$ cat src/rtl/mem_req_arbiter_pkg.sv
// mem_req_arbiter_pkg
// Shared definitions for the memory request arbiter:
//   - FSM state encodings (arb_state_t)
//   - grant-id encodings (GID_INST, GID_DATA)
//   - sram-like transfer size encodings (SIZE_BYTE, SIZE_HALF, SIZE_WORD)
//   - pickGrant(): chooses the winner among the currently requesting ports
// No ports; imported with "import mem_req_arbiter_pkg::*;".
package mem_req_arbiter_pkg;

  typedef enum logic {
    ST_IDLE  = 1'b0,
    ST_GRANT = 1'b1
  } arb_state_t;

  localparam logic GID_INST = 1'b0;
  localparam logic GID_DATA = 1'b1;

  localparam logic [1:0] SIZE_BYTE = 2'd0;
  localparam logic [1:0] SIZE_HALF = 2'd1;
  localparam logic [1:0] SIZE_WORD = 2'd2;

  // A lone requester always wins. When both ports request, prefInst
  // decides whether inst beats data (data wins otherwise).
  function automatic logic pickGrant(input logic instReq,
                                     input logic dataReq,
                                     input logic prefInst);
    if (instReq && (!dataReq || prefInst))
      return GID_INST;
    else
      return GID_DATA;
  endfunction

endpackage

$ cat src/rtl/mem_req_arbiter_fifo.sv
// arb_id_fifo
// Order FIFO of 1-bit grant ids. The memory answers in request order, so
// the head entry always names the port that owns the next response.
// Ports:
//   clk, resetn      clock, synchronous active-low reset
//   i_push/i_pushId  enqueue the id of a request just accepted by memory
//   i_pop            dequeue the head (caller guarantees count > 0)
//   o_headId         id at the head of the queue
//   o_count          number of stored ids, 0..DEPTH
module arb_id_fifo
  import mem_req_arbiter_pkg::*;
#(
  parameter int DEPTH = 2,
  localparam int PTR_W = (DEPTH > 1) ? $clog2(DEPTH) : 1,
  localparam int CNT_W = $clog2(DEPTH + 1)
) (
  input  logic             clk,
  input  logic             resetn,
  input  logic             i_push,
  input  logic             i_pushId,
  input  logic             i_pop,
  output logic             o_headId,
  output logic [CNT_W-1:0] o_count
);

  logic             r_mem [DEPTH];
  logic [PTR_W-1:0] r_head;
  logic [PTR_W-1:0] r_tail;
  logic [CNT_W-1:0] r_count;

  // Pointers wrap at DEPTH rather than at a power of two, so DEPTH = 3
  // works as well as 1, 2 and 4.
  function automatic logic [PTR_W-1:0] nextPtr(input logic [PTR_W-1:0] p);
    if (p == PTR_W'(DEPTH - 1))
      return '0;
    else
      return p + 1'b1;
  endfunction

  // Storage, pointers and occupancy. A simultaneous push and pop moves
  // both pointers and leaves the count where it was.
  always_ff @(posedge clk) begin
    if (!resetn) begin
      r_head  <= '0;
      r_tail  <= '0;
      r_count <= '0;
      for (int i = 0; i < DEPTH; i++)
        r_mem[i] <= GID_INST;
    end else begin
      if (i_push) begin
        r_mem[r_tail] <= i_pushId;
        r_tail        <= nextPtr(r_tail);
      end
      if (i_pop)
        r_head <= nextPtr(r_head);
      case ({i_push, i_pop})
        2'b10:   r_count <= r_count + 1'b1;
        2'b01:   r_count <= r_count - 1'b1;
        default: r_count <= r_count;
      endcase
    end
  end

  assign o_headId = r_mem[r_head];
  assign o_count  = r_count;

endmodule

$ cat src/rtl/mem_req_arbiter.sv
// mem_req_arbiter
// Shares one sram-like memory port between an instruction port and a data
// port, keeping up to MAX_OUT (1..4) transactions in flight and routing
// responses back in request order.
// Ports:
//   clk, resetn                         clock, synchronous active-low reset
//   inst_* / data_* (req side)          sram-like requests, held until addr_ok
//   inst_addr_ok/data_addr_ok           request accepted
//   inst_data_ok/data_data_ok, *_rdata  response valid / data
//   mem_* (req side, out)               shared memory request
//   mem_addr_ok/mem_data_ok/mem_rdata   memory handshake and in-order responses
//   arb_err                             sticky: response with nothing in flight
// Configuration macro: ARB_ROUND_ROBIN_EN -- when defined, simultaneous
// requests go to the port not granted last; otherwise data beats inst.
module mem_req_arbiter
  import mem_req_arbiter_pkg::*;
#(
  parameter int MAX_OUT = 2,
  localparam int CNT_W = $clog2(MAX_OUT + 1)
) (
  input  logic        clk,
  input  logic        resetn,
  input  logic        inst_req,
  input  logic        inst_wr,
  input  logic [1:0]  inst_size,
  input  logic [31:0] inst_addr,
  input  logic [3:0]  inst_wstrb,
  input  logic [31:0] inst_wdata,
  output logic        inst_addr_ok,
  output logic        inst_data_ok,
  output logic [31:0] inst_rdata,
  input  logic        data_req,
  input  logic        data_wr,
  input  logic [1:0]  data_size,
  input  logic [31:0] data_addr,
  input  logic [3:0]  data_wstrb,
  input  logic [31:0] data_wdata,
  output logic        data_addr_ok,
  output logic        data_data_ok,
  output logic [31:0] data_rdata,
  output logic        mem_req,
  output logic        mem_wr,
  output logic [1:0]  mem_size,
  output logic [31:0] mem_addr,
  output logic [3:0]  mem_wstrb,
  output logic [31:0] mem_wdata,
  input  logic        mem_addr_ok,
  input  logic        mem_data_ok,
  input  logic [31:0] mem_rdata,
  output logic        arb_err
);

  arb_state_t       r_state;
  logic             r_gid;
  logic             r_arbErr;
  logic [CNT_W-1:0] w_count;
  logic             w_headId;
  logic             w_push;
  logic             w_pop;
  logic             w_canGrant;
  logic             w_prefInst;

  // A new grant needs a free FIFO slot; the count seen here is the value
  // before any pop in this cycle, so a slot freed by a response becomes
  // usable one cycle later.
  assign w_canGrant = (r_state == ST_IDLE) && (inst_req || data_req)
                      && (w_count < CNT_W'(MAX_OUT));
  assign w_push     = (r_state == ST_GRANT) && mem_addr_ok;
  assign w_pop      = mem_data_ok && (w_count != '0);

`ifdef ARB_ROUND_ROBIN_EN
  logic r_lastGid;

  // Remember who was granted last so a tie goes to the other port.
  always_ff @(posedge clk) begin
    if (!resetn)
      r_lastGid <= GID_INST;
    else if (w_push)
      r_lastGid <= r_gid;
  end

  assign w_prefInst = (r_lastGid == GID_DATA);
`else
  assign w_prefInst = 1'b0;
`endif

  // Two-state grant FSM. Leaving GRANT always passes through IDLE, which
  // gives the mandatory bubble between grants. A requester that drops req
  // in GRANT simply leaves the FSM waiting for mem_addr_ok.
  always_ff @(posedge clk) begin
    if (!resetn) begin
      r_state  <= ST_IDLE;
      r_gid    <= GID_INST;
      r_arbErr <= 1'b0;
    end else begin
      if (mem_data_ok && (w_count == '0))
        r_arbErr <= 1'b1;
      case (r_state)
        ST_IDLE: begin
          if (w_canGrant) begin
            r_state <= ST_GRANT;
            r_gid   <= pickGrant(inst_req, data_req, w_prefInst);
          end
        end
        ST_GRANT: begin
          if (w_push)
            r_state <= ST_IDLE;
        end
        default: r_state <= ST_IDLE;
      endcase
    end
  end

  arb_id_fifo #(.DEPTH(MAX_OUT)) u_idFifo (
    .clk      (clk),
    .resetn   (resetn),
    .i_push   (w_push),
    .i_pushId (r_gid),
    .i_pop    (w_pop),
    .o_headId (w_headId),
    .o_count  (w_count)
  );

  // Memory-side request mirrors whichever port holds the grant; the
  // handshakes are steered to the granted port (addr_ok) and to the FIFO
  // head (data_ok).
  always_comb begin
    mem_req   = (r_state == ST_GRANT);
    mem_wr    = inst_wr;
    mem_size  = inst_size;
    mem_addr  = inst_addr;
    mem_wstrb = inst_wstrb;
    mem_wdata = inst_wdata;
    if (r_gid == GID_DATA) begin
      mem_wr    = data_wr;
      mem_size  = data_size;
      mem_addr  = data_addr;
      mem_wstrb = data_wstrb;
      mem_wdata = data_wdata;
    end
    inst_addr_ok = w_push && (r_gid == GID_INST);
    data_addr_ok = w_push && (r_gid == GID_DATA);
    inst_data_ok = w_pop && (w_headId == GID_INST);
    data_data_ok = w_pop && (w_headId == GID_DATA);
  end

  assign inst_rdata = mem_rdata;
  assign data_rdata = mem_rdata;
  assign arb_err    = r_arbErr;

endmodule

$ cat config.mk
export PLATFORM = sky130hd
export DESIGN_NAME = mem_req_arbiter
export DESIGN_NICKNAME = d
export VERILOG_FILES = /design/src/rtl/mem_req_arbiter_pkg.sv /design/src/rtl/mem_req_arbiter_fifo.sv /design/src/rtl/mem_req_arbiter.sv
export SDC_FILE = /design/constraint.sdc
export NUM_CORES = 1
export LEC_CHECK = 0
export CAP_MARGIN = 5
export CORE_AREA = 2 2 123 125
export CTS_BUF_LIST = sky130_fd_sc_hd__clkbuf_8
export DETAILED_ROUTE_END_ITERATION = 10
export DIE_AREA = 0 0 125 127
export RECOVER_POWER = 50
export SYNTH_ARGS = -nofsm -noshare
export SYNTH_HDL_FRONTEND = slang
export SYNTH_SLANG_ARGS = --single-unit
$ cat constraint.sdc
create_clock -name clk -period 1.77 [get_ports clk]
set_input_delay 0.4425 -clock clk [delete_from_list [all_inputs] [get_ports clk]]
set_output_delay 0.4425 -clock clk [all_outputs]
set_load 0.01 [all_outputs]
==> results.sh, run 1 <==
export IMPL_result_of_the_run="complete, but fails checks"
export IMPL_failed_checks="setup timing"
export IMPL_holdBufCountCts=0
export IMPL_yosys_warnings=0
export IMPL_r2r_end="u_idFifo.o_count[1]$_SDFFE_PN0P_"
export IMPL_worst_setup_end_kind="primary output"
export IMPL_timing_max_slew_rel_slack_pct=80.5
export IMPL_area_growth_synth_to_final_pct=165
export IMPL_clock_power_share_pct=10.5
export IMPL_hold_path_cell_count=2
export IMPL_gp_congestion=0.766
export IMPL_post_synth_top_cells="sky130_fd_sc_hd__mux2_2, sky130_fd_sc_hd__buf_4, sky130_fd_sc_hd__dfxtp_1"
export IMPL_finalHoldViolCount=0
export IMPL_worstPathRequired_ns=1.33
export IMPL_power_frac_seq_pct=11.6
export IMPL_drt_initial_drc_count=31
export IMPL_synth_lib_cells_used_distinct=24
export IMPL_gr_usage_all_layers_pct=10.9
export IMPL_reg2regPathDepth=6
export IMPL_critical_path_startpoint_type="flop"
export IMPL_antenna_diode_count=0
export IMPL_overflow=0
export IMPL_routed_via_density=3.68
export IMPL_holdCritPathClass="flop to flop"
export IMPL_drt_total_wl_um=9350
export IMPL_final_setup_worst_slack_ns=-0.204
export IMPL_finalMaxSlewViolations=0
export IMPL_cell_internal_pwr_w=0.00187
export IMPL_synth_net_count=371
export IMPL_design_die_area_mm2=0.0159
export IMPL_cts_root_buffer="sky130_fd_sc_hd__clkbuf_8"
export IMPL_synth_largest_area_cell="sky130_fd_sc_hd__mux2_2"
export IMPL_clock_skew_ns=0.00317
export IMPL_power_share_switching_pct=30.0
export IMPL_detail_route_first_pass_iterations=3
export IMPL_synthArstFlopShare_pct=0
export IMPL_post_synth_instance_area_mm2=0.00176
export IMPL_finalPower_w=0.00268
export IMPL_finish_net_count=575
export IMPL_synth_ff_latch_count=10
export IMPL_drc_errors=0
export IMPL_pwr_share_comb_pct=77.9
export IMPL_period_minus_slack_ns=1.97
export IMPL_avgSynthCellArea_um2=9.27
export IMPL_grt_pass1_vias=2385
export IMPL_synth_edf_count=0
export IMPL_die_height_um=127
export IMPL_drv_max_cap_violation_count=0
export IMPL_die_width_um=125
export IMPL_initial_core_util_pct=12.2
export IMPL_antenna_found_initial=0
export IMPL_timing_critical_path_fanout_max=7
export IMPL_std_cell_rows=44
export IMPL_io_buffer_count=224
export IMPL_maximum_number_of_pins_on_one_net_before_global_route_repair=11
export IMPL_pin_count=321
export IMPL_synth_most_common_cell="sky130_fd_sc_hd__mux2_2"
export IMPL_min_delay_start="u_idFifo.r_mem[0]$_DFF_P_"
export IMPL_clock_tree_buffer_depth=2
export IMPL_depth_of_the_cts_h_tree=1
export IMPL_dpl_hpwl_um=7310
export IMPL_clk_pin_slew_ns=0.05
export IMPL_setup_violations=53
export IMPL_synth_top_area_share_pct=45.4
export IMPL_timing_rr_start="u_idFifo.o_count[0]$_SDFFE_PN0P_"
export IMPL_worst_r2r_setup_slack_ns=0.21
export IMPL_number_of_buffers_created_by_cts=3
export IMPL_fin_setup_tns_ns=-4.53
export IMPL_timing_worst_slew_pin_value_ns=0.291
export IMPL_drtAntennaViolNets=0
export IMPL_tritoncts="yes"
export IMPL_via_count=2122
export IMPL_irDropWorstVdd_uv=229
export IMPL_numClockSinks=10
export IMPL_first_pass_grt_wire_length_um=13600
export IMPL_hold_path_end="u_idFifo.r_mem[0]$_DFF_P_"
export IMPL_ys_flop_type="sky130_fd_sc_hd__dfxtp_1"
export IMPL_synthTopCellsByArea="sky130_fd_sc_hd__mux2_2, sky130_fd_sc_hd__buf_4, sky130_fd_sc_hd__dfxtp_1, sky130_fd_sc_hd__buf_2, sky130_fd_sc_hd__xnor2_1"
export IMPL_post_drt_wl_per_cell_um=16.2
export IMPL_power_net_switching_w=0.000803
export IMPL_cp_data_arrival_time_ns=1.53
export IMPL_core_region_area_mm2=0.0144
export IMPL_fmax_mhz=507
export IMPL_power_per_cell_area_mw_per_mm2=573
export IMPL_clock_latency_ns=0.23
export IMPL_post_route_cells_drive_above_1_share_pct=50.9
export IMPL_final_min_period_over_clock_period_pct=112
export IMPL_grt_setup_unrepaired="true"
export IMPL_synth_seq_area_share_pct=11.4
export IMPL_netlist_instances=190
export IMPL_total_leakage_power_nw=2.04
export IMPL_crit_type="flop to primary output"
## per-layer routing
layer / GRT usage (%) / routed length (um) / vias up
met1: 11.6 / 3230 / 959
met5: 0 / 0 / -
met3: 3.94 / 940 / 6
met4: 1.83 / 72 / 0
met2: 21.0 / 5110 / 163
li1: - / - / 994
## critical path, stage by stage, from the launching register on
cell and delay, ns:
sky130_fd_sc_hd__dfxtp_4 0.35, sky130_fd_sc_hd__buf_12 0.15, sky130_fd_sc_hd__buf_12 0.13, sky130_fd_sc_hd__buf_16 0.12, sky130_fd_sc_hd__buf_12 0.12, sky130_fd_sc_hd__mux2_4 0.29, sky130_fd_sc_hd__buf_6 0.13
## sequential cells by signal (all words and copies together), names as in the netlist, named ones only
name	count
arb_err	1
mem_req	1
u_idFifo.r_head	1
u_idFifo.r_mem	2
r_gid	1
u_idFifo.r_tail	1
u_idFifo.o_count	2
## logic make-up after synthesis
| family | synth area share [%] |
|---|---|
| AOI/OAI and AO/OA | 3.41 |
| xor gates and xnor gates | 1.99 |
| adders and majority gates | 0.710 |
| buffers and inverters | 29.9 |
| DFF | 11.4 |
| muxes | 46.5 |
| and+or+nand+nor | 6.11 |
## area by class of cell
cell class | count | area, um^2
tap | 184 | 230
timing repair buffer | 271 | 2890
inverter | 1 | 3.75
sequential | 10 | 205
multi-input combinational | 107 | 1290
fill | 1484 | 9750
clock buffer | 4 | 55.1
## placed cells by master (no fill, tap or decap)
cell type,instances
sky130_fd_sc_hd__buf_2,6
sky130_fd_sc_hd__a21oi_1,1
sky130_fd_sc_hd__o21ai_0,2
sky130_fd_sc_hd__nor2_2,1
sky130_fd_sc_hd__nand3_1,1
sky130_fd_sc_hd__buf_12,10
sky130_fd_sc_hd__nand2_1,2
sky130_fd_sc_hd__inv_1,1
sky130_fd_sc_hd__dfxtp_4,1
sky130_fd_sc_hd__and3_4,1
sky130_fd_sc_hd__clkbuf_2,2
sky130_fd_sc_hd__mux2_2,7
sky130_fd_sc_hd__a21boi_0,2
sky130_fd_sc_hd__a21boi_1,1
sky130_fd_sc_hd__xnor2_1,4
sky130_fd_sc_hd__and2_1,4
sky130_fd_sc_hd__nor2_1,4
sky130_fd_sc_hd__clkbuf_8,4
sky130_fd_sc_hd__buf_4,10
sky130_fd_sc_hd__mux2i_1,2
sky130_fd_sc_hd__o21ai_2,1
sky130_fd_sc_hd__nor3_1,1
sky130_fd_sc_hd__ha_1,1
sky130_fd_sc_hd__or3_1,1
sky130_fd_sc_hd__dlygate4sd2_1,5
sky130_fd_sc_hd__buf_6,85
sky130_fd_sc_hd__clkdlybuf4s50_1,147
sky130_fd_sc_hd__mux2_4,64
sky130_fd_sc_hd__o21a_1,1
sky130_fd_sc_hd__a21bo_2,1
sky130_fd_sc_hd__buf_8,5
sky130_fd_sc_hd__nand4b_1,1
sky130_fd_sc_hd__nor2b_1,4
sky130_fd_sc_hd__dfxtp_1,8
sky130_fd_sc_hd__dfxtp_2,1
sky130_fd_sc_hd__buf_16,1
## how the worst max path moves through the flow
stage,start,to,slack [ns]
after floorplan,mem_data_ok,u_idFifo.o_count[1]$_SDFFE_PN0P_,0.24
after global placement,data_wdata[8],mem_wdata[8],-0.41
after detailed placement,data_wdata[9],mem_wdata[9],-0.42
after CTS,r_gid$_SDFFE_PN0P_,mem_wdata[7],-0.22
after global routing,r_gid$_SDFFE_PN0P_,mem_addr[8],-0.25
final,r_gid$_SDFFE_PN0P_,mem_addr[8],-0.20
## stage by stage
step	setup WS (ns)	hold slack, ns	utilization (%)	area, um^2	std cells
after global routing	-0.248	0.554	32.4	4670	577
after global placement	-0.408	0.471	26.6	3830	539
after floorplan	0.241	0.457	-	1760	190
final	-0.204	0.492	32.4	4670	577
after detailed placement	-0.419	0.493	26.6	3830	539
after CTS	-0.217	0.509	31.3	4520	567
## what timing repair did
| item | CTS | global route |
|---|---|---|
| resized for setup | 435 | 36 |
| pin swaps | 1 | 1 |
| buffers inserted | 21 | 14 |
| setup endpoints to repair | 77 | 73 |
| gates cloned | 3 | 0 |
## power groups by stage
stage | registers [W] | logic, W | clock network, W
5_1_grt | 0.000316 | 0.00221 | 0.000308
3_3_place_gp | 0.000318 | 0.00152 | 0
4_1_cts | 0.000308 | 0.00202 | 0.000289
2_1_floorplan | 0.000313 | 0.000753 | 0
3_5_place_dp | 0.000320 | 0.00154 | 0
6_report | 0.000309 | 0.00208 | 0.000282
Power figures use the tool's default switching activity.
==> inputs of run 2 (changes only) <==
--- a/config.mk
+++ b/config.mk
@@ -5,11 +5,14 @@
 export SDC_FILE = /design/constraint.sdc
 export NUM_CORES = 1
 export LEC_CHECK = 0
+export ABC_CLOCK_PERIOD_IN_PS = 1770
 export CAP_MARGIN = 5
 export CORE_AREA = 2 2 123 125
 export CTS_BUF_LIST = sky130_fd_sc_hd__clkbuf_8
 export DETAILED_ROUTE_END_ITERATION = 10
 export DIE_AREA = 0 0 125 127
+export GPL_TIMING_DRIVEN = 0
+export PLACE_DENSITY_LB_ADDON = 0.25
 export RECOVER_POWER = 50
 export SYNTH_ARGS = -nofsm -noshare
 export SYNTH_HDL_FRONTEND = slang
==> run 2 against run 1 <==
Net effect: the run still ends with setup timing left; combinational power increased by 9%; worst hold slack got worse by 0.010 ns; register-to-register slack improved by 0.08 ns; die area unchanged; first-iteration DRC count decreased by 39%; fmax increased by 5.8%; critical path type unchanged; largest cell class unchanged.
==> results.sh, run 2 (synthesis results as in run 1) <==
export IMPL_worst_r2r_setup_slack_ns=0.29
export IMPL_area_growth_synth_to_final_pct=225
export IMPL_final_setup_worst_slack_ns=-0.0959
export IMPL_clock_latency_ns=0.23
export IMPL_first_pass_grt_wire_length_um=14300
export IMPL_final_cells=693
export IMPL_worstPathRequired_ns=1.33
export IMPL_drt_total_wl_um=9730
export IMPL_cpMostUsedCell="sky130_fd_sc_hd__buf_12"
export IMPL_antenna_diode_count=0
export IMPL_slowest_stage="sky130_fd_sc_hd__dfxtp_4"
export IMPL_grt_setup_unrepaired="true"
export IMPL_r2r_end="u_idFifo.o_count[1]$_SDFFE_PN0P_"
export IMPL_pin_count=321
export IMPL_clock_skew_ns=0.000833
export IMPL_via_count=2549
export IMPL_gp_congestion=0.728
export IMPL_commonest_cells_after_routing_fill_and_taps_aside="sky130_fd_sc_hd__clkdlybuf4s50_1, sky130_fd_sc_hd__buf_6, sky130_fd_sc_hd__mux2_4"
export IMPL_finalHoldViolCount=0
export IMPL_irDropWorstVdd_uv=273
export IMPL_routed_via_density=3.68
export IMPL_holdCritPathClass="flop to flop"
export IMPL_finalMaxSlewViolations=0
export IMPL_holdWs_ns=0.482
export IMPL_finalPower_w=0.00287
export IMPL_failed_checks="setup timing"
export IMPL_gr_usage_all_layers_pct=11.0
export IMPL_timing_critical_path_fanout_max=7
export IMPL_post_route_cells_drive_above_1_share_pct=49.9
export IMPL_maximum_number_of_pins_on_one_net_before_global_route_repair=11
export IMPL_reg2regPathDepth=5
export IMPL_critical_path_startpoint="r_gid$_SDFFE_PN0P_"
export IMPL_power_per_cell_area_mw_per_mm2=500
export IMPL_timing_rr_start="u_idFifo.o_count[0]$_SDFFE_PN0P_"
export IMPL_cp_data_arrival_time_ns=1.42
export IMPL_tritoncts="yes"
export IMPL_antenna_found_initial=0
export IMPL_io_buffer_count=288
export IMPL_post_route_util_pct=39.7
export IMPL_overflow=0
export IMPL_depth_of_the_cts_h_tree=1
export IMPL_post_drt_wl_per_cell_um=14.0
export IMPL_layout_commonest_cell="sky130_fd_sc_hd__clkdlybuf4s50_1"
export IMPL_setup_violations=56
export IMPL_clock_tree_buffer_depth=2
export IMPL_worst_setup_end_kind="primary output"
export IMPL_crit_type="flop to primary output"
export IMPL_total_leakage_power_nw=2.57
export IMPL_drv_max_cap_violation_count=0
export IMPL_cell_by_cell_trace_of_the_critical_path="buf_12 > buf_12 > buf_16 > mux2_4 > buf_6"
export IMPL_numClockSinks=10
export IMPL_drtAntennaViolNets=0
export IMPL_crit_path_max_incr_delay_ns=0.36
export IMPL_design_die_area_mm2=0.0159
export IMPL_die_width_um=125
export IMPL_timing_worst_slew_pin_value_ns=0.293
export IMPL_core_region_area_mm2=0.0144
export IMPL_fmax_mhz=536
export IMPL_number_of_buffers_created_by_cts=3
export IMPL_final_min_period_over_clock_period_pct=105
export IMPL_drc_errors=0
export IMPL_timing_critical_path_to="mem_wdata[18]"
export IMPL_std_cell_rows=44
export IMPL_cts_root_buffer="sky130_fd_sc_hd__clkbuf_8"
export IMPL_dpl_hpwl_um=7950
export IMPL_result_of_the_run="complete, but fails checks"
export IMPL_met2RoutedLength_um=5510
export IMPL_drt_initial_drc_count=19
export IMPL_critical_path_startpoint_type="flop"
export IMPL_die_height_um=127
export IMPL_period_minus_slack_ns=1.87
export IMPL_post_place_cells=662
export IMPL_top_signal_layer_used="met4"
export IMPL_detail_route_first_pass_iterations=3
export IMPL_grt_pass1_vias=2742
export IMPL_finish_net_count=691
export IMPL_detailroute_wirelength_met3_um=902
export IMPL_clk_pin_slew_ns=0.05
export IMPL_drt_met1_wl_um=3270
export IMPL_timing_max_slew_rel_slack_pct=80.4
export IMPL_initial_core_util_pct=12.2
[run 2: cell types whose count changed in the layout (fill, tap and decap cells not counted), moves of 4 or more]
cell	before	now
sky130_fd_sc_hd__mux2_4	64	68
sky130_fd_sc_hd__dlygate4sd3_1	0	32
sky130_fd_sc_hd__mux2_2	7	3
sky130_fd_sc_hd__clkdlybuf4s50_1	147	179
sky130_fd_sc_hd__buf_4	10	67
sky130_fd_sc_hd__dlygate4sd2_1	5	1
[run 2: metal layers]
| metal | GRT usage (%) | vias to the layer above |
|---|---|---|
| met3 | 2.68 | 6 |
| met1 | 11.5 | 1153 |
| met2 | 22.3 | 163 |
| met4 | 1.70 | 0 |
| met5 | 0 | - |
| li1 | - | 1227 |
[run 2: critical path, delay by kind of cell (launching register included)]
kind	cells	cell delay, ns
muxes	1	0.30
buffers and inverters	4	0.52
DFF	1	0.36
[run 2: where the power goes]
| group | internal, W | switching, W | total, W | leakage (nW) |
|---|---|---|---|---|
| combinational | 0.00155 | 0.000709 | 0.00226 | 2.46 |
| sequential | 0.000273 | 0.0000545 | 0.000328 | 0.0826 |
| clock | 0.000195 | 0.0000817 | 0.000277 | 0.0288 |
| total | 0.00202 | 0.000845 | 0.00287 | 2.57 |
[run 2: layout make-up]
type	instances	area [um^2]
Buffer	71	606
Clock buffer	4	55.1
Fill cell	1422	8700
Inverter	1	3.75
Multi-Input combinational cell	107	1320
Sequential cell	10	204
Tap cell	184	230
Timing Repair Buffer	316	3310
[run 2: how the worst min path moves through the flow]
stage                                          from                         to  slack [ns]  depth (start not counted)
final                     u_idFifo.r_mem[0]$_DFF_P_  u_idFifo.r_mem[0]$_DFF_P_        0.48                          2
after floorplan           u_idFifo.r_mem[0]$_DFF_P_  u_idFifo.r_mem[0]$_DFF_P_        0.46                          2
after CTS                 u_idFifo.r_mem[0]$_DFF_P_  u_idFifo.r_mem[0]$_DFF_P_        0.49                          2
after global routing      u_idFifo.r_mem[0]$_DFF_P_  u_idFifo.r_mem[0]$_DFF_P_        0.53                          2
after global placement    u_idFifo.r_mem[0]$_DFF_P_  u_idFifo.r_mem[0]$_DFF_P_        0.48                          2
after detailed placement  u_idFifo.r_mem[0]$_DFF_P_  u_idFifo.r_mem[0]$_DFF_P_        0.48                          2
[run 2: metrics by stage]
stage | cell area (um^2) | setup WS, ns | TNS (ns)
CTS | 5530 | -0.162 | -4.90
finish | 5730 | -0.0959 | -2.91
global route | 5730 | -0.143 | -5.77
floorplan | 1760 | 0.241 | 0
global placement | 4870 | -0.563 | -31.96
detailed placement | 4870 | -0.547 | -30.73
[run 2: what timing repair did]
| item | 4_1_cts | 5_1_grt |
|---|---|---|
| hold buffers | 0 | 0 |
| endpoints found under the setup margin | 76 | 73 |
| endpoints found under the hold margin | 0 | 0 |
| buffers inserted | 20 | 6 |
| gates cloned | 4 | 0 |
| gates resized for setup | 447 | 59 |
==> inputs of run 3 (changes only) <==
--- a/config.mk
+++ b/config.mk
@@ -7,10 +7,12 @@
 export LEC_CHECK = 0
 export ABC_CLOCK_PERIOD_IN_PS = 1770
 export CAP_MARGIN = 5
-export CORE_AREA = 2 2 123 125
+export CELL_PAD_IN_SITES_DETAIL_PLACEMENT = 1
+export CELL_PAD_IN_SITES_GLOBAL_PLACEMENT = 1
+export CORE_MARGIN = 1.5
+export CORE_UTILIZATION = 12
 export CTS_BUF_LIST = sky130_fd_sc_hd__clkbuf_8
 export DETAILED_ROUTE_END_ITERATION = 10
-export DIE_AREA = 0 0 125 127
 export GPL_TIMING_DRIVEN = 0
 export PLACE_DENSITY_LB_ADDON = 0.25
 export RECOVER_POWER = 50
==> run 3 against run 2 <==
Net effect: combinational power shrank 5%; critical path type unchanged; non-clock buffer count shrank 10; sequential cell count is the same; clock power up 2%; largest power group unchanged; design area shrank 3.4%; first-iteration DRC count grew 84%; fmax shrank 0.18%; largest cell class unchanged; the flow still finishes with violations (setup timing); sequential share of layout area is 0.15 points higher; power is 4.0% lower.
==> results.sh, run 3 (synthesis results as in run 1) <==
export IMPL_worstPathRequired_ns=1.33
export IMPL_drv_max_cap_violation_count=0
export IMPL_groute_layer_met3_usage_pct=3.66
export IMPL_numClockSinks=10
export IMPL_cts_root_buffer="sky130_fd_sc_hd__clkbuf_8"
export IMPL_finalHoldViolCount=0
export IMPL_design_die_area_mm2=0.0154
export IMPL_initial_core_util_pct=12.2
export IMPL_number_of_buffers_created_by_cts=3
export IMPL_clock_skew_ns=0.00223
export IMPL_crit_type="flop to primary output"
export IMPL_setup_violations=58
export IMPL_crit_path_max_incr_delay_ns=0.36
export IMPL_drc_errors=0
export IMPL_result_of_the_run="complete, but fails checks"
export IMPL_core_region_area_mm2=0.0144
export IMPL_timing_worst_slew_pin_value_ns=0.311
export IMPL_grt_met1_usage_pct=12.5
export IMPL_maximum_number_of_pins_on_one_net_before_global_route_repair=11
export IMPL_finish_net_count=681
export IMPL_clock_tree_buffer_depth=2
export IMPL_final_setup_worst_slack_ns=-0.0992
export IMPL_drtAntennaViolNets=0
export IMPL_antenna_diode_count=0
export IMPL_std_cell_rows=44
export IMPL_final_min_period_over_clock_period_pct=106
export IMPL_detailedPlace_worstSlack_ns=-0.488
export IMPL_met2_usage_pct=21.5
export IMPL_failed_checks="setup timing"
export IMPL_die_width_um=124
export IMPL_grt_setup_unrepaired="true"
export IMPL_commonest_cells_after_routing_fill_and_taps_aside="sky130_fd_sc_hd__clkdlybuf4s50_1, sky130_fd_sc_hd__buf_6, sky130_fd_sc_hd__buf_4"
export IMPL_cell_by_cell_trace_of_the_critical_path="buf_12 > buf_8 > clkbuf_16 > mux2_4 > buf_6"
export IMPL_dpl_hpwl_um=8690
export IMPL_first_pass_grt_wire_length_um=13700
export IMPL_grt_pass1_vias=2657
export IMPL_irDropWorstVdd_uv=265
export IMPL_holdCritPathClass="flop to flop"
export IMPL_fin_setup_tns_ns=-2.77
export IMPL_power_per_cell_area_mw_per_mm2=497
export IMPL_timing_max_slew_rel_slack_pct=79.2
export IMPL_depth_of_the_cts_h_tree=1
export IMPL_top_usage_layer="met2"
export IMPL_io_buffer_count=288
export IMPL_overflow=0
export IMPL_post_place_cells=662
export IMPL_critical_path_startpoint_type="flop"
export IMPL_gp_congestion=0.717
export IMPL_post_route_cells_drive_above_1_share_pct=48.5
export IMPL_worst_setup_end_kind="primary output"
export IMPL_period_minus_slack_ns=1.87
export IMPL_layout_commonest_cell="sky130_fd_sc_hd__clkdlybuf4s50_1"
export IMPL_slowest_stage="sky130_fd_sc_hd__dfxtp_4"
export IMPL_gr_usage_all_layers_pct=11.5
export IMPL_detail_route_first_pass_iterations=3
export IMPL_holdWs_ns=0.492
export IMPL_area_growth_synth_to_final_pct=214
export IMPL_fmax_mhz=535
export IMPL_timing_critical_path_fanout_max=5
export IMPL_routed_via_density=3.70
export IMPL_finalPower_w=0.00275
export IMPL_tritoncts="yes"
export IMPL_final_cells=683
export IMPL_die_height_um=124
export IMPL_total_leakage_power_nw=2.44
export IMPL_pin_count=321
export IMPL_antenna_found_initial=0
export IMPL_clock_latency_ns=0.23
export IMPL_via_count=2524
export IMPL_drt_initial_drc_count=35
export IMPL_clk_pin_slew_ns=0.05
export IMPL_drt_total_wl_um=10400
export IMPL_post_drt_wl_per_cell_um=15.2
export IMPL_finalMaxSlewViolations=0
export IMPL_cp_data_arrival_time_ns=1.43
## run 3: worst paths after layout
check	slack (ns)	depth (start not counted)	start	end
min reg2reg	0.49	2	u_idFifo.r_mem[0]$_DFF_P_	u_idFifo.r_mem[0]$_DFF_P_
min	0.49	2	u_idFifo.r_mem[0]$_DFF_P_	u_idFifo.r_mem[0]$_DFF_P_
max	-0.1	5	r_gid$_SDFFE_PN0P_	mem_addr[14]
max reg2reg	0.19	5	u_idFifo.o_count[0]$_SDFFE_PN0P_	u_idFifo.o_count[1]$_SDFFE_PN0P_
## run 3: power by group
group / internal, W / leakage (nW) / total, W / switching, W
clock network: 0.000195 / 0.0288 / 0.000283 / 0.0000880
logic: 0.00146 / 2.33 / 0.00214 / 0.000689
registers: 0.000274 / 0.0829 / 0.000322 / 0.0000484
## run 3: through the flow
step / cell area, um^2 / util [%]
after global routing: 5530 / 38.3
after floorplan: 1760 / -
after global placement: 4870 / 33.8
after CTS: 5360 / 37.2
final: 5530 / 38.3
after detailed placement: 4870 / 33.8
## run 3: layout make-up
class	count	area [um^2]
buffer	71	611
clock buffer	4	55.1
multi-input combinational	107	1240
sequential	10	205
fill	1625	8890
tap	184	230
timing repair buffer	306	3190
inverter	1	3.75
## run 3: timing repair
item,in CTS,in global routing
cloned,2,2
hold endpoints to repair,0,0
hold buffers,0,0
buffers inserted,13,2
gates resized for setup,430,35
endpoints found under the setup margin,76,72
## run 3: layer usage
metal  routed length (um)  up-vias
li1                     -     1209
met1                 3500     1163
met2                 5730      140
met3                  968       12
met4                  167        0
met5                    0        -
## run 3: critical path, delay by kind of cell (launching register included)
family / cells / cell delay [ns]
flip-flops: 1 / 0.36
multiplexers: 1 / 0.31
buffers and inverters: 4 / 0.52
